--- config.mk ---
export PLATFORM = sky130hd
export DESIGN_NAME = rf_access_arbiter
export DESIGN_NICKNAME = d
export VERILOG_FILES = /design/src/rtl/rf_access_arbiter.sv
export SDC_FILE = /design/constraint.sdc
export NUM_CORES = 1
export LEC_CHECK = 0
export CELL_PAD_IN_SITES_DETAIL_PLACEMENT = 0
export CELL_PAD_IN_SITES_GLOBAL_PLACEMENT = 1
export CORE_ASPECT_RATIO = 1.4
export CORE_MARGIN = 1.5
export CORE_UTILIZATION = 30
export CTS_CLUSTER_DIAMETER = 40
export CTS_CLUSTER_SIZE = 30
export DETAILED_ROUTE_END_ITERATION = 10
export GPL_ROUTABILITY_DRIVEN = 0
export GPL_TIMING_DRIVEN = 0
export HOLD_SLACK_MARGIN = 0.02
export PLACE_DENSITY_LB_ADDON = 0.1
export SLEW_MARGIN = 0
export SYNTH_ARGS = -nofsm -noshare
export SYNTH_HDL_FRONTEND = slang
export SYNTH_SLANG_ARGS = --single-unit
--- constraint.sdc ---
create_clock -name clk -period 1.6 [get_ports clk]
set_input_delay 0.24 -clock clk [delete_from_list [all_inputs] [get_ports clk]]
set_output_delay 0.24 -clock clk [all_outputs]
set_load 0.01 [all_outputs]
--- src/rtl/rf_access_arbiter.sv ---
// rf_access_arbiter
//   Shares a small register file between the CPU core and the debug port.
//   Each requester uses a valid/ready request channel (req/ready) and gets a
//   one-cycle response pulse (rsp_valid/rdata) two cycles after acceptance.
//   The CPU has fixed priority, and a starvation counter forces a debug grant
//   after DBG_STARVE_LIMIT consecutive CPU wins. A RUN/DRAIN/HALTED state
//   machine lets the debugger freeze CPU traffic and own the register file.
//
// Ports:
//   clk, rst_n                          clock, synchronous active-low reset
//   cpu_req/we/addr/wdata, cpu_ready    CPU request channel
//   cpu_rsp_valid, cpu_rdata            CPU response pulse / read data
//   dbg_req/we/addr/wdata, dbg_ready    debug request channel
//   dbg_rsp_valid, dbg_rdata            debug response pulse / read data
//   dbg_halt, halted                    halt request level / halted status
//   rf_ld_ce, rf_st_ce, rf_addr,        register file strobes, address,
//   rf_wdata, rf_rdata                  write data and combinational read data
module rf_access_arbiter #(
  parameter int REG_ADDR_WIDTH   = 2,
  parameter int DATA_WIDTH       = 8,
  parameter int DBG_STARVE_LIMIT = 4
) (
  input  logic                      clk,
  input  logic                      rst_n,
  input  logic                      cpu_req,
  input  logic                      cpu_we,
  input  logic [REG_ADDR_WIDTH-1:0] cpu_addr,
  input  logic [DATA_WIDTH-1:0]     cpu_wdata,
  output logic                      cpu_ready,
  output logic                      cpu_rsp_valid,
  output logic [DATA_WIDTH-1:0]     cpu_rdata,
  input  logic                      dbg_req,
  input  logic                      dbg_we,
  input  logic [REG_ADDR_WIDTH-1:0] dbg_addr,
  input  logic [DATA_WIDTH-1:0]     dbg_wdata,
  output logic                      dbg_ready,
  output logic                      dbg_rsp_valid,
  output logic [DATA_WIDTH-1:0]     dbg_rdata,
  input  logic                      dbg_halt,
  output logic                      halted,
  output logic                      rf_ld_ce,
  output logic                      rf_st_ce,
  output logic [REG_ADDR_WIDTH-1:0] rf_addr,
  output logic [DATA_WIDTH-1:0]     rf_wdata,
  input  logic [DATA_WIDTH-1:0]     rf_rdata
);

  typedef enum logic [1:0] {
    ST_RUN    = 2'd0,
    ST_DRAIN  = 2'd1,
    ST_HALTED = 2'd2
  } state_t;

  localparam logic [3:0] STARVE_LIMIT = 4'(DBG_STARVE_LIMIT);

  // Saturating increment for the starvation counter: never wraps past lim.
  function automatic logic [3:0] sat_inc(input logic [3:0] cnt, input logic [3:0] lim);
    return (cnt >= lim) ? lim : cnt + 4'd1;
  endfunction

  state_t                    state;
  logic [3:0]                starve_cnt;
  logic                      starve_hit;
  logic                      cpu_grant;
  logic                      dbg_grant;

  logic                      vld_p1;
  logic                      own_dbg_p1;
  logic                      we_p1;
  logic [REG_ADDR_WIDTH-1:0] addr_p1;
  logic [DATA_WIDTH-1:0]     wdata_p1;

  // ---- p0: arbitration (combinational ready) ----
  // Ready is forced low while reset is asserted so nothing is ever accepted
  // into the pipeline during a reset cycle.
  always_comb begin
    starve_hit = dbg_req && (starve_cnt >= STARVE_LIMIT);
    cpu_grant  = 1'b0;
    dbg_grant  = 1'b0;
    if (rst_n) begin
      case (state)
        ST_RUN: begin
          cpu_grant = cpu_req && !starve_hit;
          dbg_grant = dbg_req && !cpu_grant;
        end
        default: dbg_grant = dbg_req;
      endcase
    end
  end

  assign cpu_ready = cpu_grant;
  assign dbg_ready = dbg_grant;

  // Starvation counter and halt state machine.
  always_ff @(posedge clk) begin
    if (!rst_n) begin
      state      <= ST_RUN;
      starve_cnt <= 4'd0;
      halted     <= 1'b0;
    end else begin
      if (!dbg_req || dbg_grant)
        starve_cnt <= 4'd0;
      else if (cpu_grant)
        starve_cnt <= sat_inc(starve_cnt, STARVE_LIMIT);

      case (state)
        ST_RUN: begin
          if (dbg_halt)
            state <= ST_DRAIN;
        end
        ST_DRAIN: begin
          // Once the stage is empty the only outstanding work is the response
          // already on the outputs; a debug op granted here is fine since
          // debug keeps access while halted.
          if (!dbg_halt) begin
            state <= ST_RUN;
          end else if (!vld_p1) begin
            state  <= ST_HALTED;
            halted <= 1'b1;
          end
        end
        ST_HALTED: begin
          if (!dbg_halt) begin
            state  <= ST_RUN;
            halted <= 1'b0;
          end
        end
        default: begin
          state  <= ST_RUN;
          halted <= 1'b0;
        end
      endcase
    end
  end

  // ---- p1: stage register drives the register file ----
  always_ff @(posedge clk) begin
    if (!rst_n) begin
      vld_p1     <= 1'b0;
      own_dbg_p1 <= 1'b0;
      we_p1      <= 1'b0;
      addr_p1    <= '0;
      wdata_p1   <= '0;
    end else begin
      vld_p1 <= cpu_grant || dbg_grant;
      if (cpu_grant || dbg_grant) begin
        own_dbg_p1 <= dbg_grant;
        we_p1      <= dbg_grant ? dbg_we    : cpu_we;
        addr_p1    <= dbg_grant ? dbg_addr  : cpu_addr;
        wdata_p1   <= dbg_grant ? dbg_wdata : cpu_wdata;
      end
    end
  end

  // Strobes are gated by rst_n so an op caught in the stage during reset
  // never commits to the register file.
  assign rf_st_ce = rst_n && vld_p1 && we_p1;
  assign rf_ld_ce = rst_n && vld_p1 && !we_p1;
  assign rf_addr  = addr_p1;
  assign rf_wdata = wdata_p1;

  // ---- p2: response registers ----
  always_ff @(posedge clk) begin
    if (!rst_n) begin
      cpu_rsp_valid <= 1'b0;
      dbg_rsp_valid <= 1'b0;
      cpu_rdata     <= '0;
      dbg_rdata     <= '0;
    end else begin
      cpu_rsp_valid <= vld_p1 && !own_dbg_p1;
      dbg_rsp_valid <= vld_p1 && own_dbg_p1;
      if (vld_p1 && !own_dbg_p1 && !we_p1)
        cpu_rdata <= rf_rdata;
      if (vld_p1 && own_dbg_p1 && !we_p1)
        dbg_rdata <= rf_rdata;
    end
  end

endmodule
== Word-level counts from Yosys, hierarchy flattened ==
Cells that the tools add are included.
Storage, ports and cells
  flip-flop bits (word level): 38
  input port bits: 35
  output and inout bits: 33
  word-level logic and storage cells: 61
Operators by class
  multiplexer cells: 17
  $lt $le $gt $ge: 1
  $add $sub $neg: 1
  bitwise gates (word level): 2
  reductions and logical operators: 21
  equality and inequality tests: 7
Operators with widths (number)
  logical AND 1 bit: 10
  two-way mux 2 bit: 5
  two-way mux 1 bit: 8
  two-way mux 8 bit: 1
  inequality test 2 bit, second input constant: 4
  case mux 2 bit (3 select lines): 1
  zero test 1 bit: 5
  adder 4 x 1 -> 4 bit, second input constant: 1
  >= comparator 4 x 3 -> 1 bit, second input constant: 1
  two-way mux 4 bit: 1
  AND reduction 4 bit: 1
  inequality test 3 bit, second input constant: 1
  case mux 1 bit (3 select lines): 1
  AND reduction 3 bit: 1
  equality test 2 x 1 -> 1 bit, second input constant: 1
  equality test 2 bit, second input constant: 1
  zero test 2 bit: 1
  logical OR 1 bit: 2
  inverter 1 bit: 2
  OR reduction 2 bit: 1

== Longest topological paths before layout ==
Gate-level depths: netlist (run 1).
  depth in word-level cells: 10
  gate-level depth with buffers: 6
  gate-level depth less buffers: 3

== Least setup slack after synthesis (run 1) ==
OpenSTA, ideal clock, no wires.
  kind: flip-flop to flip-flop
  start point: reg state[0]
  end point: reg addr_p1[0] (netlist: rf_addr[0])
  slack: 0.256 ns
  library setup time: 0.070 ns
  required time: 1.530 ns
  buffers on the path: 2
  period minus slack after synthesis: 1.344 ns
  cell stages (with the launch flop): 6
  data arrival time: 1.274 ns
  cells stage by stage: dfxtp_1 or3b_4 or2_1 buf_6 buf_6 a21oi_1
Between the ends
  word-level cells in the longest chain between the ends: 4
  elaborated cells between the ends (all ways): 7
  those cells by class: 5 x mux; 2 x reduce/logical
Ends and longest elaborated chain
  from (decl): RTL line 61  | state_t state;
  from (signal assigned): RTL line 97  | state <= ST_RUN;
  from (signal assigned): RTL line 109  | state <= ST_DRAIN;
  from (signal assigned): RTL line 116  | state <= ST_RUN;
  zero test 2 bit (*): RTL line 81  | case (state)
  two-way mux 1 bit: RTL line 81
  two-way mux 1 bit: RTL line 80  | if (rst_n) begin
  two-way mux 2 bit or logical OR 1 bit (tied branches): RTL line 149, 146
  to (signal assigned): RTL line 149  | addr_p1 <= dbg_grant ? dbg_addr : cpu_addr;
  to (decl): RTL line 70  | logic [REG_ADDR_WIDTH-1:0] addr_p1;
Mark *: on every way between the ends. The rest lies on a longest branch, timed or not.
A chain may end at the register's enable or synchronous reset.

== Worst setup path in the final report (run 1) ==
  start point: reg state[1]
  end point: out cpu_ready
Between the ends
  word-level cells in the longest chain between the ends: 3
Ends and longest elaborated chain
  zero test 2 bit: RTL line 81
  two-way mux 1 bit: RTL line 81
  two-way mux 1 bit: RTL line 80
  to (decl): RTL line 29  | output logic cpu_ready,
No other way between the ends.

==> results of run 1 <==
## routing by layer
layer,vias up,part of all wire [%],global-route usage [%]
met1,626,39,15.0
li1,671,-,-
met4,0,1.7,5.93
met2,46,53,27.0
met5,-,0,0
met3,6,7.0,5.43
## cells by family (layout without fill, tap and decap cells)
family	Yosys count	after routing	share of synthesized area, %
AOI/OAI and AO/OA	27	27	11.2
other	1	1	0.245
muxes	28	28	18.3
and+or+nand+nor	40	40	14.8
buffers and inverters	14	93	4.75
adders and majority gates	1	1	0.819
DFF	38	38	49.8
## final cells by class
type / instances / area (um2)
Inverter: 2 / 7.51
Clock buffer: 7 / 76.3
Multi-Input combinational cell: 97 / 724
Buffer: 12 / 71.3
Fill cell: 494 / 2440
Timing Repair Buffer: 71 / 688
Clock inverter: 1 / 30.0
Sequential cell: 38 / 764
Tap cell: 64 / 80.1
## worst max-delay path: cells and delay by family (launching register included)
kind / cells / cell delay (ns)
simple gates: 3 / 0.67
flops: 1 / 0.32
buf+inv: 1 / 0.09
## per-stage QoR
step	worst slack (ns)	cells	hold slack (ns)
after floorplan	0.256	149	0.404
after global placement	-0.650	278	0.416
after CTS	-0.0412	291	0.299
final	-0.0154	292	0.301
after detailed placement	-0.645	278	0.439
after global routing	-0.0656	292	0.313
## repair_timing
action	in CTS	in global routing
resized for setup	21	7
cloned	0	0
pin swaps	2	1
buffers inserted	5	1
endpoints found under the setup margin	4	9
## worst paths after layout
path                                endpoint  slack [ns]  depth (start not counted)
setup / recovery                   cpu_ready       -0.02                          4
hold reg to reg   starve_cnt[0]$_SDFFE_PP0P_        0.45                          1
hold / removal     dbg_rdata[0]$_SDFFE_PN0P_        0.30                          2
setup reg to reg    rf_wdata[7]$_SDFFE_PN0P_        0.03                          5
## cell usage in the layout (no fill, tap or decap), drive strengths merged, types with 2 or more instances in the layout
master | netlist | routed
nor3 | 5 | 5
nor2b | 17 | 17
o31ai | 11 | 11
and3 | 2 | 2
nor2 | 7 | 7
o21a | 2 | 2
mux2i | 28 | 28
nand2 | 3 | 3
a21oi | 12 | 12
clkbuf | 6 | 13
dlygate4sd2 | 0 | 3
dfxtp | 38 | 38
buf | 6 | 14
inv | 2 | 2
clkdlybuf4s50 | 0 | 60
## power by group through the flow
stage	clock network [mW]	registers, mW	logic (mW)
final	0.788	1.04	0.427
after detailed placement	0	1.06	0.401
after global placement	0	1.06	0.394
after global routing	0.861	1.04	0.460
after CTS	0.812	1.04	0.418
after floorplan	0	1.08	0.164
## registers in the layout, indices dropped and copies added (netlist names), 2 cells and up
name,flops
starve_cnt,4
state,2
cpu_rdata,8
rf_wdata,8
dbg_rdata,8
rf_addr,2
==> reports/metrics.cfg, run 1 <==
[worst_setup_path]
start_kind = flip-flop
end_kind = output port
startpoint = state[1]$_SDFFE_PN0P_
rr_startpoint = state[1]$_SDFFE_PN0P_
critPathSlowestCell = or3b_4
path_cells = or3b_4 > nor2_4 > and2_4 > buf_6
crit_arrival_ns = 1.38
crit_required_ns = 1.36
critPathMaxFanout = 3
crit_type = flip-flop to output port
critical_path.max_stage_delay_ns = 0.41

[pwr]
powerDensity_mw_per_mm2 = 922
leakage_nw = 1.00
p_seq_share_pct = 46.1
swShare_pct = 23.4
power.total_mw = 2.25
switchingPower_mw = 0.528
p_int_mw = 1.72
share_comb_of_total_power_pct = 18.9
clkPwrFrac_pct = 35.0
vdd_drop_max_uv = 580

[cts]
cts_max_path_buffers = 2
clock_sinks = 38
cts_tree = built
cts_buffers = 5
clk_pin_slew_ns = 0.07
clk_latency_ns = 0.28
htree_levels = 2
cts_root_buffer = clkbuf_8
hold_buffers = 0

[hold_path]
hold_path.class = primary input to flip-flop
hold_start = rst_n

[synth]
avgSynthCellArea_um2 = 10.3
yosysMostFrequentCell = dfxtp_1
syn_inst = 149
postSynth.asyncResetShare_pct = 0
synth-main-ff-cell = dfxtp_1
yosys-top-cells-area = dfxtp_1 50%, mux2i_1 18%, nor2b_1 7.0%
synth_fp_nets = 185
ys_seq_elements = 38
synth_top_cell_area_share_pct = 49.8
synth-edff-count = 0
yosysWarnings = 0
synthTopCellsByCount = 38 x dfxtp_1, 28 x mux2i_1, 17 x nor2b_1, 12 x a21oi_1, 11 x o31ai_1
mappedNetlistArea_mm2 = 0.00153
yosysTopAreaCell = dfxtp_1
synthDistinctLibCells = 24
synth_seq_area_share_pct = 49.8

[floorplan]
io_pins = 68
die_area_mm2 = 0.00554
start_util_pct = 31.3
die_y_um = 87.4
rows = 30
die_w_um = 63.3
core-area_mm2 = 0.00488

[sta]
clock_skew_ns = 0.00401
hold_viol = 0
worst_slack_ns = -0.0154
min_period_ns = 1.62
tns_ns = -0.0154
period_share_pct = 101
max_freq_mhz = 619
final_max_slew_viol_count = 0
setup_violations = 1
rsz0062_at_grt = yes

[routing]
drc = 0
drt-initial-drc-count = 21
avgRoutedWirePerCell_um = 13.4
antenna_left = 0
via_count = 1349
drt_wl_total_mm = 3.90
first_pass_iters = 2
via_per_inst = 4.62

[layout]
drive_gt1_share_pct = 14.9
areaGrowthSynthToFinish_pct = 59.9
antenna_cells = 0
post-route-util_pct = 50.1
finalNetCount = 263
design_area_mm2 = 0.00244

[job]
cap_viol_max_count = 0

[global_route]
grt_max_degree = 12
antenna_found_initial = 0
grt-ovfl-total = 0
grtUsageTotal_pct = 14.7
grt_first_pass_wirelength_mm = 6.29
grt_pass1_vias = 1356

[placed_design]
placed_area_mm2 = 0.00226
dp_hpwl_mm = 2.86
io_buffer_count = 65

[run_status]
status = finished with violations
violations = setup timing

Power figures use the tool's default switching activity.
==> run 2: changes to the inputs <==
Settings changed: ABC_AREA set to 1, CORE_UTILIZATION 30 to 29.
==> reports/metrics.cfg, run 2 <==
[run_status]
status = finished, final reports clean  ; was finished with violations

[global_route]
grt_max_degree = 16  ; was 12
grt_pass1_vias = 1530  ; was 1356
grt_first_pass_wirelength_mm = 7.14  ; was 6.29 mm
grt-ovfl-total = 0  ; unchanged
grtUsageTotal_pct = 15.0  ; was 14.7%
antenna_found_initial = 0  ; unchanged

[pwr]
switchingPower_mw = 0.605  ; was 0.528 mW
swShare_pct = 26.6  ; was 23.4%
leakage_nw = 1.11  ; was 1.00 nW
vdd_drop_max_uv = 324  ; was 580 uV
share_comb_of_total_power_pct = 24.4  ; was 18.9%
p_int_mw = 1.67  ; was 1.72 mW
powerDensity_mw_per_mm2 = 875  ; was 922 mW/mm2
power.total_mw = 2.28  ; was 2.25 mW
clkPwrFrac_pct = 29.3  ; was 35.0%
p_seq_share_pct = 46.3  ; was 46.1%

[layout]
final_cell_mix = 61 x clkdlybuf4s50_1, 48 x nor2_1, 37 x dfxtp_1  ; was 60 x clkdlybuf4s50_1, 35 x dfxtp_1, 28 x mux2i_1
fillers = 601  ; was 494
antenna_cells = 0  ; unchanged
finalNetCount = 340  ; was 263
areaGrowthSynthToFinish_pct = 56.6  ; was 59.9%
stdcell_count = 373  ; was 292
drive_gt1_share_pct = 13.1  ; was 14.9%
layout_commonest_cell = clkdlybuf4s50_1  ; unchanged
design_area_mm2 = 0.00260  ; was 0.00244 mm2

[placed_design]
dp_hpwl_mm = 3.36  ; was 2.86 mm
dpl_worst_slack_ns = -0.617  ; was -0.645 ns
placed_area_mm2 = 0.00242  ; was 0.00226 mm2
io_buffer_count = 67  ; was 65
placed_cells = 356  ; was 278

[synth]
syn_inst = 221  ; was 149
yosysTopAreaCell = dfxtp_1  ; unchanged
synthTopCellsByCount = 48 x nor2_1, 38 x dfxtp_1, 28 x nand2_1, 19 x inv_1  ; was 38 x dfxtp_1, 28 x mux2i_1, 17 x nor2b_1, 12 x a21oi_1, 11 x o31ai_1
postSynth.asyncResetShare_pct = 0  ; unchanged
yosysWarnings = 0  ; unchanged
ys_seq_elements = 38  ; unchanged
avgSynthCellArea_um2 = 7.52  ; was 10.3 um2
yosysMostFrequentCell = nor2_1  ; was dfxtp_1
synth_fp_nets = 257  ; was 185
yosys-top-cells-area = dfxtp_1 46%, nor2_1 11%, nand2_1 6.3%  ; was dfxtp_1 50%, mux2i_1 18%, nor2b_1 7.0%
synth_top_cell_area_share_pct = 45.7  ; was 49.8%
mappedNetlistArea_mm2 = 0.00166  ; was 0.00153 mm2
synth_seq_area_share_pct = 45.7  ; was 49.8%
synth-edff-count = 0  ; unchanged
synth-main-ff-cell = dfxtp_1  ; unchanged
synthDistinctLibCells = 21  ; was 24

[floorplan]
io_pins = 68  ; unchanged
die_w_um = 67.0  ; was 63.3 um
core-area_mm2 = 0.00553  ; was 0.00488 mm2
die_y_um = 92.6  ; was 87.4 um
start_util_pct = 30.1  ; was 31.3%
die_area_mm2 = 0.00620  ; was 0.00554 mm2
rows = 32  ; was 30

[worst_setup_path]
crit_arrival_ns = 1.28  ; was 1.38 ns
end_kind = output port  ; unchanged
crit_type = primary input to output port  ; was flip-flop to output port
crit_required_ns = 1.36  ; about the same
critPathMaxFanout = 7  ; was 3
start_kind = primary input  ; was flip-flop

[routing]
drt_wl_total_mm = 4.39  ; was 3.90 mm
drc = 0  ; unchanged
via_count = 1620  ; was 1349
via_per_inst = 4.34  ; was 4.62
first_pass_iters = 4  ; was 2
avgRoutedWirePerCell_um = 11.8  ; was 13.4 um
drt-initial-drc-count = 59  ; was 21
antenna_left = 0  ; unchanged

[sta]
hold_viol = 0  ; unchanged
clock_skew_ns = 0.00490  ; was 0.00401 ns
period_share_pct = 95.2  ; was 101%
setup_violations = 0  ; was 1
final_max_slew_viol_count = 0  ; unchanged
min_period_ns = 1.52  ; was 1.62 ns
max_freq_mhz = 656  ; was 619 MHz
worst_slack_ns = 0.0768  ; was -0.0154 ns
fin_hold_ws_ns = 0.423  ; was 0.301 ns
rsz0062_at_grt = no  ; was yes

[cts]
cts_root_buffer = clkbuf_8  ; unchanged
cts_max_path_buffers = 2  ; unchanged
htree_levels = 2  ; unchanged
clk_latency_ns = 0.28  ; about the same
cts_buffers = 5  ; unchanged
clk_pin_slew_ns = 0.07  ; about the same
cts_tree = built  ; unchanged
clock_sinks = 38  ; unchanged

[job]
cap_viol_max_count = 0  ; unchanged

[hold_path]
hold_path.class = flip-flop to flip-flop  ; was primary input to flip-flop

## run 2: power by group through the flow
stage	logic (mW)	registers [mW]	clock network [mW]
floorplan	0.227	1.10	0
global placement	0.524	1.08	0
detailed placement	0.524	1.08	0
CTS	0.540	1.06	0.696
global route	0.614	1.06	0.734
finish	0.555	1.05	0.668
## run 2: what timing repair did
item	4_1_cts	5_1_grt
gates cloned	0	1
pin swaps	1	1
resized for setup	21	3
setup endpoints to repair	4	4
hold buffers	0	0
setup buffers	5	5
## run 2: metal layers
layer / vias to the layer above / share of wire [%] / global-route usage [%]
li1: 865 / - / -
met1: 693 / 40 / 17.3
met2: 58 / 52 / 26.5
met3: 4 / 7.1 / 4.01
met4: 0 / 0.98 / 4.59
met5: - / 0 / 0
## run 2: area by class of cell
class | count | area [um2] | area share, %
clock inverters | 1 | 5.00 | 0.192
flip-flops and latches | 38 | 762 | 29.3
multi-input cells | 150 | 771 | 29.6
inverters | 22 | 85.1 | 3.27
well taps | 68 | 85.1 | 3.27
repair buffers | 78 | 742 | 28.5
plain buffers | 9 | 67.6 | 2.59
clock buffers | 7 | 86.3 | 3.32
## run 2: cells by family (layout without fill, tap and decap cells)
family	Yosys count	after routing	synth area share [%]
other	1	1	0.226
adder cells (fa/ha/maj)	1	1	0.752
buffers and inverters	33	117	9.93
flip-flops	38	38	45.7
AO/OA/AOI/OAI	38	38	13.1
AND/OR/NAND/NOR	110	110	30.2
## run 2: through the flow
step	TNS [ns]	util [%]
after floorplan	0	-
after global placement	-2.27	43.8
after detailed placement	-2.48	43.8
after CTS	0	46.2
after global routing	0	47.1
final	0	47.1
## run 2: worst max-delay path: stages
cell             delay (ns)
clkdlybuf4s50_1        0.47
inv_2                  0.05
nor2_4                 0.11
buf_6                  0.12
nand2_8                0.06
nand2_4                0.06
inv_1                  0.04
buf_2                  0.12
## run 2: final timing paths
kind	start	to	slack [ns]	depth (start not counted)
worst max register to register	state[1]$_SDFFE_PN0P_	rf_wdata[4]$_SDFFE_PN0P_	0.16	11
worst min-delay path	starve_cnt[0]$_SDFFE_PP0P_	starve_cnt[0]$_SDFFE_PP0P_	0.42	1
worst min register to register	starve_cnt[0]$_SDFFE_PP0P_	starve_cnt[0]$_SDFFE_PP0P_	0.42	1
worst max-delay path	cpu_req	dbg_ready	0.08	8
==> run 3: changes to the inputs <==
Settings changed: CORE_MARGIN 1.5 to unset.
==> reports/metrics.cfg, run 3 (same netlist as run 2, synthesis figures left out) <==
[worst_setup_path]
rr_worst_depth = 11  ; unchanged
start_kind = flip-flop  ; was primary input
startpoint = state[1]$_SDFFE_PN0P_  ; was cpu_req
crit_required_ns = 1.36  ; about the same
end_kind = output port  ; unchanged
crit_type = flip-flop to output port  ; was primary input to output port
r2r_slack_ns = 0.17  ; was 0.16 ns
rr_startpoint = state[1]$_SDFFE_PN0P_  ; unchanged
r2r_end = rf_wdata[6]$_SDFFE_PN0P_  ; was rf_wdata[4]$_SDFFE_PN0P_
critPathMaxFanout = 9  ; was 7
crit_arrival_ns = 1.28  ; about the same

[pwr]
switchingPower_mw = 0.605  ; about the same
leakage_nw = 1.10  ; was 1.11 nW
swShare_pct = 26.6  ; about the same
clkPwrFrac_pct = 29.5  ; was 29.3%
p_int_mw = 1.67  ; about the same
vdd_drop_max_uv = 371  ; was 324 uV
p_seq_share_pct = 46.4  ; was 46.3%
powerDensity_mw_per_mm2 = 880  ; was 875 mW/mm2
share_comb_of_total_power_pct = 24.1  ; was 24.4%

[job]
cap_viol_max_count = 0  ; unchanged

[layout]
design_area_mm2 = 0.00258  ; was 0.00260 mm2
areaGrowthSynthToFinish_pct = 55.3  ; was 56.6%
drive_gt1_share_pct = 12.3  ; was 13.1%
layout_commonest_cell = clkdlybuf4s50_1  ; unchanged
post-route-util_pct = 46.7  ; was 47.1%
antenna_cells = 0  ; unchanged
stdcell_count = 370  ; was 373
finalNetCount = 337  ; was 340
final_cell_mix = 61 x clkdlybuf4s50_1, 48 x nor2_1, 37 x dfxtp_1  ; unchanged

[floorplan]
start_util_pct = 30.1  ; unchanged
rows = 32  ; unchanged
core-area_mm2 = 0.00553  ; unchanged
die_y_um = 91.6  ; was 92.6 um
io_pins = 68  ; unchanged
die_area_mm2 = 0.00604  ; was 0.00620 mm2
die_w_um = 66.0  ; was 67.0 um

[routing]
via_per_inst = 4.40  ; was 4.34
first_pass_iters = 4  ; unchanged
drt_wl_total_mm = 4.29  ; was 4.39 mm
antenna_left = 0  ; unchanged
drt-initial-drc-count = 61  ; was 59
drc = 0  ; unchanged
avgRoutedWirePerCell_um = 11.6  ; was 11.8 um
via_count = 1629  ; was 1620

[sta]
clock_skew_ns = 0.00130  ; was 0.00490 ns
period_share_pct = 94.9  ; was 95.2%
max_freq_mhz = 659  ; was 656 MHz
setup_violations = 0  ; unchanged
rsz0062_at_grt = no  ; unchanged
tns_ns = 0  ; unchanged
final_max_slew_viol_count = 0  ; unchanged
hold_viol = 0  ; unchanged
min_period_ns = 1.52  ; about the same

[cts]
hold_buffers = 0  ; unchanged
htree_levels = 2  ; unchanged
clock_sinks = 38  ; unchanged
clk_pin_slew_ns = 0.07  ; about the same
cts_max_path_buffers = 2  ; unchanged
cts_root_buffer = clkbuf_8  ; unchanged
cts_buffers = 5  ; unchanged
cts_tree = built  ; unchanged
clk_latency_ns = 0.28  ; about the same

[global_route]
grt_max_degree = 16  ; unchanged
antenna_found_initial = 0  ; unchanged
grtUsageTotal_pct = 14.8  ; was 15.0%
grt_pass1_vias = 1538  ; was 1530
grt_first_pass_wirelength_mm = 6.83  ; was 7.14 mm
grt-ovfl-total = 0  ; unchanged

[hold_path]
hold_start = starve_cnt[0]$_SDFFE_PP0P_  ; unchanged
whs_path_depth = 1  ; unchanged
hold_path.class = flip-flop to flip-flop  ; unchanged
min_to = starve_cnt[0]$_SDFFE_PP0P_  ; unchanged

[run_status]
status = finished, final reports clean  ; unchanged

[placed_design]
placed_area_mm2 = 0.00242  ; unchanged
io_buffer_count = 67  ; unchanged
placed_cells = 356  ; unchanged
dp_hpwl_mm = 3.32  ; was 3.36 mm

run 3: through the flow:
stage	power [mW]	hold slack (ns)	worst slack [ns]
finish	2.27	0.425	0.0823
global route	2.39	0.460	0.00520
CTS	2.29	0.428	0.0133
detailed placement	1.60	0.418	-0.627
global placement	1.60	0.408	-0.626
floorplan	1.33	0.378	0.467
run 3: power by group through the flow:
stage,logic [mW],registers (mW),clock network [mW]
2_1_floorplan,0.227,1.10,0
3_3_place_gp,0.523,1.08,0
3_5_place_dp,0.524,1.08,0
4_1_cts,0.542,1.06,0.693
5_1_grt,0.604,1.06,0.727
6_report,0.546,1.05,0.671
run 3: worst max path at each step:
stage               slack, ns   endpoint  depth (start not counted)
detailed placement      -0.63  dbg_ready                          7
finish                   0.08  dbg_ready                          8
global route            0.005  dbg_ready                          8
global placement        -0.63  dbg_ready                          7
floorplan                0.47  dbg_ready                          7
CTS                      0.01  dbg_ready                          8
run 3: metal layers:
layer	vias up	routed length, um	track usage, %	part of all wire, %
met1	712	1770	15.9	41
li1	857	-	-	-
met5	-	0	0	0
met2	56	2190	26.7	51
met3	4	275	4.15	6.4
met4	0	55	5.32	1.3
run 3: area by class of cell:
| cell class | count | area, um2 |
|---|---|---|
| multi-input cells | 150 | 766 |
| plain buffers | 8 | 56.3 |
| clock inverters | 1 | 5.00 |
| well taps | 68 | 85.1 |
| clock buffers | 7 | 86.3 |
| flip-flops and latches | 38 | 762 |
| fillers | 590 | 2940 |
| repair buffers | 76 | 734 |
| inverters | 22 | 87.6 |
run 3: timing repair:
item                       in CTS  in global routing
resized for setup              20                  3
setup endpoints to repair       4                  2
buffers inserted                4                  5
pin swaps                       1                  1
run 3: critical path, stage by stage (launching register included):
cell,delay [ns]
dfxtp_2,0.32
inv_2,0.08
nand2_4,0.06
nor2_4,0.10
buf_6,0.13
nand2_8,0.07
nand2_4,0.06
inv_1,0.04
buf_2,0.13
